[src/rtl/cpu_pkg.sv]
// Shared definitions for the single-cycle MIPS CPU: fetch FSM states,
// the NOP encoding and the primary opcodes the decoder also uses.
package cpu_pkg;

  // Fetch unit sequencing: request a word, then hold it while it executes.
  typedef enum logic {
    FETCH = 1'b0,
    EXEC  = 1'b1
  } fetch_state_t;

  // Instruction register contents after reset (sll $0,$0,0).
  localparam logic [31:0] NOP = 32'h0000_0000;

  // Primary opcodes (instruction bits [31:26]) shared with the decoder.
  localparam logic [5:0] OP_RTYPE = 6'h00;
  localparam logic [5:0] OP_J     = 6'h02;
  localparam logic [5:0] OP_JAL   = 6'h03;
  localparam logic [5:0] OP_BEQ   = 6'h04;
  localparam logic [5:0] OP_BNE   = 6'h05;
  localparam logic [5:0] OP_ADDI  = 6'h08;
  localparam logic [5:0] OP_ADDIU = 6'h09;
  localparam logic [5:0] OP_SLTI  = 6'h0A;
  localparam logic [5:0] OP_ANDI  = 6'h0C;
  localparam logic [5:0] OP_ORI   = 6'h0D;
  localparam logic [5:0] OP_LUI   = 6'h0F;
  localparam logic [5:0] OP_LW    = 6'h23;
  localparam logic [5:0] OP_SW    = 6'h2B;

  // R-type function field for jr, used by the decoder to raise JumpReg.
  localparam logic [5:0] FUNCT_JR = 6'h08;

endpackage

[src/rtl/next_pc_logic.sv]
// Combinational next-PC selection: jr > j/jal > taken branch > fall-through.
// Every add is 32-bit modulo, so the top of the address space wraps to 0.
module next_pc_logic (
  input  logic [31:0] pc_plus4,
  input  logic        branch,
  input  logic        zero,
  input  logic        jump,
  input  logic        jump_reg,
  input  logic [15:0] imm16,
  input  logic [25:0] target_instr,
  input  logic [31:0] jr_target,
  output logic [31:0] next_pc,
  output logic        misalign
);

  logic [31:0] branch_offset;
  logic [31:0] branch_target;
  logic [31:0] jump_target;
  logic [31:0] reg_target;

  // Word offset sign-extended and scaled to bytes; the adder drops the carry.
  assign branch_offset = {{14{imm16[15]}}, imm16, 2'b00};
  assign branch_target = pc_plus4 + branch_offset;
  assign jump_target   = {pc_plus4[31:28], target_instr, 2'b00};
  // The register target is forced word-aligned; the low bits only flag an error.
  assign reg_target    = {jr_target[31:2], 2'b00};

  // Priority select of the redirect source, fall-through by default.
  // NOTE: every output of a combinational block gets a value on every path
  // (default first), otherwise synthesis infers a latch to hold the old value.
  always_comb begin
    next_pc  = pc_plus4;
    misalign = 1'b0;
    if (jump_reg) begin
      next_pc  = reg_target;
      misalign = |jr_target[1:0];
    end else if (jump) begin
      next_pc = jump_target;
    end else if (branch && zero) begin
      next_pc = branch_target;
    end
  end

endmodule

[src/rtl/instruction_fetch.sv]
// Instruction fetch unit: PC register, one-word fetch handshake with the
// instruction memory, instruction hold register and next-PC sequencing.
module instruction_fetch
  import cpu_pkg::*;
#(
  parameter logic [31:0] RESET_PC = 32'h0000_0000
) (
  input  logic        clk,
  input  logic        reset,
  output logic [31:0] imem_addr,
  output logic        imem_req,
  input  logic        imem_ready,
  input  logic [31:0] imem_rdata,
  output logic [31:0] instruction,
  output logic        instr_valid,
  input  logic        advance,
  input  logic        Branch,
  input  logic        Zero,
  input  logic        Jump,
  input  logic        JumpReg,
  input  logic [15:0] Imm16,
  input  logic [25:0] TargetInstr,
  input  logic [31:0] jr_target,
  output logic [31:0] pc,
  output logic [31:0] pc_plus4,
  output logic        pc_misaligned
);

  fetch_state_t state, state_next;
  logic         load_instr;
  logic         load_pc;
  logic [31:0]  next_pc;
  logic         misalign;

  assign pc_plus4  = pc + 32'd4;
  assign imem_addr = pc;

  next_pc_logic u_next_pc (
    .pc_plus4     (pc_plus4),
    .branch       (Branch),
    .zero         (Zero),
    .jump         (Jump),
    .jump_reg     (JumpReg),
    .imm16        (Imm16),
    .target_instr (TargetInstr),
    .jr_target    (jr_target),
    .next_pc      (next_pc),
    .misalign     (misalign)
  );

  // Handshake sequencing: request in FETCH, present the word in EXEC.
  always_comb begin
    state_next  = state;
    imem_req    = 1'b0;
    instr_valid = 1'b0;
    load_instr  = 1'b0;
    load_pc     = 1'b0;
    unique case (state)
      FETCH: begin
        imem_req = 1'b1;
        if (imem_ready) begin
          load_instr = 1'b1;
          state_next = EXEC;
        end
      end
      EXEC: begin
        instr_valid = 1'b1;
        if (advance) begin
          load_pc    = 1'b1;
          state_next = FETCH;
        end
      end
      default: state_next = FETCH;
    endcase
  end

  // State, PC, instruction and sticky error registers; reset wins over everything,
  // so a response arriving during reset is dropped and fetch restarts at RESET_PC.
  // NOTE: clocked state uses non-blocking assignments so every register samples
  // pre-edge values and simulation matches the synthesized flops.
  always_ff @(posedge clk) begin
    if (reset) begin
      state         <= FETCH;
      pc            <= RESET_PC;
      instruction   <= NOP;
      pc_misaligned <= 1'b0;
    end else begin
      state <= state_next;
      if (load_instr) begin
        instruction <= imem_rdata;
      end
      if (load_pc) begin
        pc <= next_pc;
        if (misalign) begin
          pc_misaligned <= 1'b1;
        end
      end
    end
  end

endmodule

[config.mk]
export PLATFORM = sky130hd
export DESIGN_NAME = instruction_fetch
export DESIGN_NICKNAME = d
export VERILOG_FILES = /design/src/rtl/cpu_pkg.sv /design/src/rtl/next_pc_logic.sv /design/src/rtl/instruction_fetch.sv
export SDC_FILE = /design/constraint.sdc
export NUM_CORES = 1
export LEC_CHECK = 0
export CAP_MARGIN = 0
export CORE_ASPECT_RATIO = 2
export CORE_MARGIN = 4
export CORE_UTILIZATION = 47
export CTS_CLUSTER_SIZE = 8
export DETAILED_ROUTE_END_ITERATION = 6
export PLACE_DENSITY = 0.95
export SYNTH_ARGS = -nofsm -noshare
export SYNTH_HDL_FRONTEND = slang
export SYNTH_HIERARCHICAL = 1
export SYNTH_SLANG_ARGS = --single-unit
[constraint.sdc]
create_clock -name clk -period 9.5 [get_ports clk]
set_clock_uncertainty 0.2 [all_clocks]
set_input_delay 0.95 -clock clk [delete_from_list [all_inputs] [get_ports clk]]
set_output_delay 0.95 -clock clk [all_outputs]
set_load 0.02 [all_outputs]
==> impl_metrics.toml <==
[yosys]
synthAdderAreaFrac_pct = 7.154
synth_top_flop_cell = "dfxtp_1"
synthSimpleGateAreaFrac_pct = 25.27
synth_compound_area_share_pct = 23.84
count_of_flip_flops_with_a_built_in_enable_after_synthesis = 0
yosys_register_bits = 66
synth_async_sr_flop_share_pct = 0
post_synth_mux_area_share_pct = 1.811
synthCells = 775
yosysUniqueCellTypes = 61
dominant_combinational_cell_family_by_area_after_synthesis = "simple AND/OR/NAND/NOR gates"
avgSynthCellArea_sq_um = 7.131
synth.yosys.warnings = 6
post_synth_instance_area_sq_um = 5527
synth.yosys.seq_area_share_pct = 23.91
mappedNetlistNets = 920
synth-xor-area-share_pct = 8.082

[final_layout]
multi_input_comb_area_sq_um = 3659
layout.area.seq_sq_um = 1321
antenna_cells_inserted = 0
fin_util_pct = 70.27
drive_gt1_share_pct = 5.481
n_fill_cell = 944
stdcell_area_sq_um = 8028
area_growth_syn_to_layout_pct = 45.26
final_nets = 1107
finalNonFillerCells = 1109

[routing]
routedLengthMet1_um = 7399
routed.top_layer = "met4"
postRouteWirelength_um = 22210
initialDrtViolationCount = 403
drcViolationCount = 0
route.met3.wl_um = 1455
drt_first_pass_iters = 5
routedWlPerCell_um = 20.02
detailroute.wirelength.met2_um = 11820
avgViaCountPerCell = 5.837
detailroute.via_count = 6473
final_antenna_net_count = 0

[critical_path]
critPathLaunch = "imem_addr[4]"
setup.worst_path.end = "imem_addr[26]"
rr_endpoint = "imem_addr[26]"
timing.reg2reg.setup_slack_ns = 5.05
critical_path_end_type = "flip-flop"
critical_path_source_type = "flip-flop"
crit_required_ns = 9.56
crit_type = "flip-flop to flip-flop"
timing.critical_path.arrival_ns = 4.51
regToRegStartpoint = "imem_addr[4]"
biggest_fanout_along_the_worst_timing_path = 8
worst-r2r-cell-count = 16

[floorplanning]
rows = 55
fp.coreArea_sq_um = 11420
ios = 245
floorplan.initialDensity_pct = 48.38
die_width_um = 84.68
die_area_sq_um = 13660
die-height_um = 161.4

[sta]
max_freq_mhz = 224.9
timing.final.setup_violations = 0
maxSlewHeadroom_pct = 17.15
worst_hold_slack_ns = 0.2547
report.final.hold_viol_count = 0
final_min_period_over_clock_period_pct = 46.81
setup_repair_after_global_routing_missed_its_margin = "no"
worst_pin_slew_ns = 1.237
finalMaxSlewViolations = 0
setup-tns-final_ns = 0
final.min_clock_period_ns = 4.447

[global_routing]
grt_first_pass_wirelength_um = 34610
grt-ovfl-total = 0
antenna_found_initial = 0
grtUsageTotal_pct = 31.94
grt_max_degree = 67
grt_pass1_vias = 6700

[placement]
placed_area_sq_um = 7719
globalplace.congestion = 0.9595
numPortBuffers = 244
estimated_wirelength_of_the_detail_placed_design_um = 16950
post_place_cells = 1093

[clock_network]
cts_tree = "done"
cts-resized-gates = 0
cts_buffer_depth = 2
cts_buffers = 9
clock_sink_count = 66
cts.root.buffer_cell = "clkbuf_16"
path_clk_slew_ns = 0.06
post_cts_buffers = 0
worst_skew_pair_later_pin_latency_ns = 0.33
ctsHtreeMaxLevel = 3
post_cts_hold_buffer_count = 0

[power_and_ir_drop]
leakagePower_nw = 3.152
max-vdd-ir-drop_mv = 0.1228
power_density_nw_per_um2 = 114.9

[run_status]
outcome = "finished clean"

[flow_run]
max_cap_viol_count = 0

[hold_path]
worst_hold_path_type = "flip-flop to flip-flop"
[cells by family (layout without fill, tap and decap cells)]
group / after synthesis / in the layout
buffers and inverters: 94 / 286
xor gates and xnor gates: 51 / 51
DFF: 66 / 66
and+or+nand+nor: 298 / 298
adders and majority gates: 31 / 31
AOI/OAI and AO/OA: 225 / 225
muxes: 10 / 10
[placed cells by master (no fill, tap or decap), drive strengths merged, types with 4 or more instances in the layout]
master         netlist  routed
or2                  4       4
a31oi                5       5
a21oi              131     131
xor2                26      26
xnor2               25      25
and2                10      10
a21o                15      15
nor4                 5       5
o21bai               6       6
nor2                23      23
nand4                9       9
clkbuf              32       9
inv                 19      23
o21ai               33      33
nand2              190     190
buf                 43       8
ha                  30      30
nor3                13      13
dfxtp               66      66
nand3               18      18
mux2i               10      10
o31ai                4       4
clkdlybuf4s50        0     243
and4                 5       5
and3                 9       9
o22ai               11      11
[state kept, by name (all words and copies together), names as in the netlist]
| register | flops |
|---|---|
| state | 1 |
| imem_addr | 32 |
| pc_misaligned | 1 |
| instruction | 32 |
[layer usage]
| layer | vias to the layer above | track usage, % |
|---|---|---|
| met5 | - | 0 |
| met4 | 0 | 21.40 |
| met3 | 107 | 5.666 |
| met2 | 343 | 58.67 |
| met1 | 2985 | 31.83 |
| li1 | 3038 | - |
[final cells by class]
type	count	share of cell area (%)
inverters	19	0.8884
clock buffers	9	2.805
clock inverters	7	1.044
flip-flops and latches	66	16.46
well taps	142	2.213
repair buffers	251	31.02
multi-input cells	615	45.57
[critical path, stage by stage, from the launching register on]
cell	delay, ns
dfxtp_1	0.47
and4_1	0.47
nand3_4	0.20
nor2_1	0.18
xnor2_1	0.24
ha_1	0.37
a21o_1	0.21
a21o_1	0.18
a21o_1	0.19
a31o_2	0.25
a21oi_1	0.36
o21bai_1	0.19
a21boi_0	0.26
xor2_1	0.10
o31ai_1	0.27
nand2_1	0.10
a21oi_1	0.13
[report_power, final]
group	internal, mW	total, mW	switching (mW)
Clock	0.208	0.346	0.138
Sequential	0.290	0.304	0.0141
Combinational	0.128	0.272	0.144
Total	0.627	0.922	0.296
[worst min-delay path by stage]
stage                                from  slack (ns)  depth (start not counted)         endpoint
after CTS                 instruction[19]        0.25                          2  instruction[19]
after detailed placement  instruction[30]        0.25                          2  instruction[30]
after global routing      instruction[19]        0.27                          2  instruction[19]
after global placement    instruction[25]        0.24                          2  instruction[25]
after floorplan            instruction[0]        0.33                          2   instruction[0]
final                     instruction[27]        0.25                          2  instruction[27]
[through the flow]
stage | power, mW | setup WS (ns)
after global routing | 0.9567 | 4.637
after global placement | 0.5726 | 4.991
after detailed placement | 0.5779 | 4.949
after floorplan | 0.4564 | 5.511
final | 0.9224 | 5.053
after CTS | 0.9219 | 5.071
[synthesized netlist by cell type, drive strengths merged, types with 5 or more instances]
master,instances,share of area (%)
nand3,18,1.9
nand2,190,13
nor2,23,1.6
a31oi,5,0.84
a21o,15,2.2
xor2,26,4.1
nor3,13,1.2
nand4,9,1.6
ha,30,6.8
nor4,5,0.91
and2,10,1.2
a21oi,131,12
o21ai,33,3.0
dfxtp,66,24
inv,19,1.3
o22ai,11,1.2
clkbuf,32,3.1
and3,9,1.1
mux2i,10,1.8
o21bai,6,0.81
xnor2,25,4.0
and4,5,0.88
buf,43,5.6
Power figures use the tool's default switching activity.
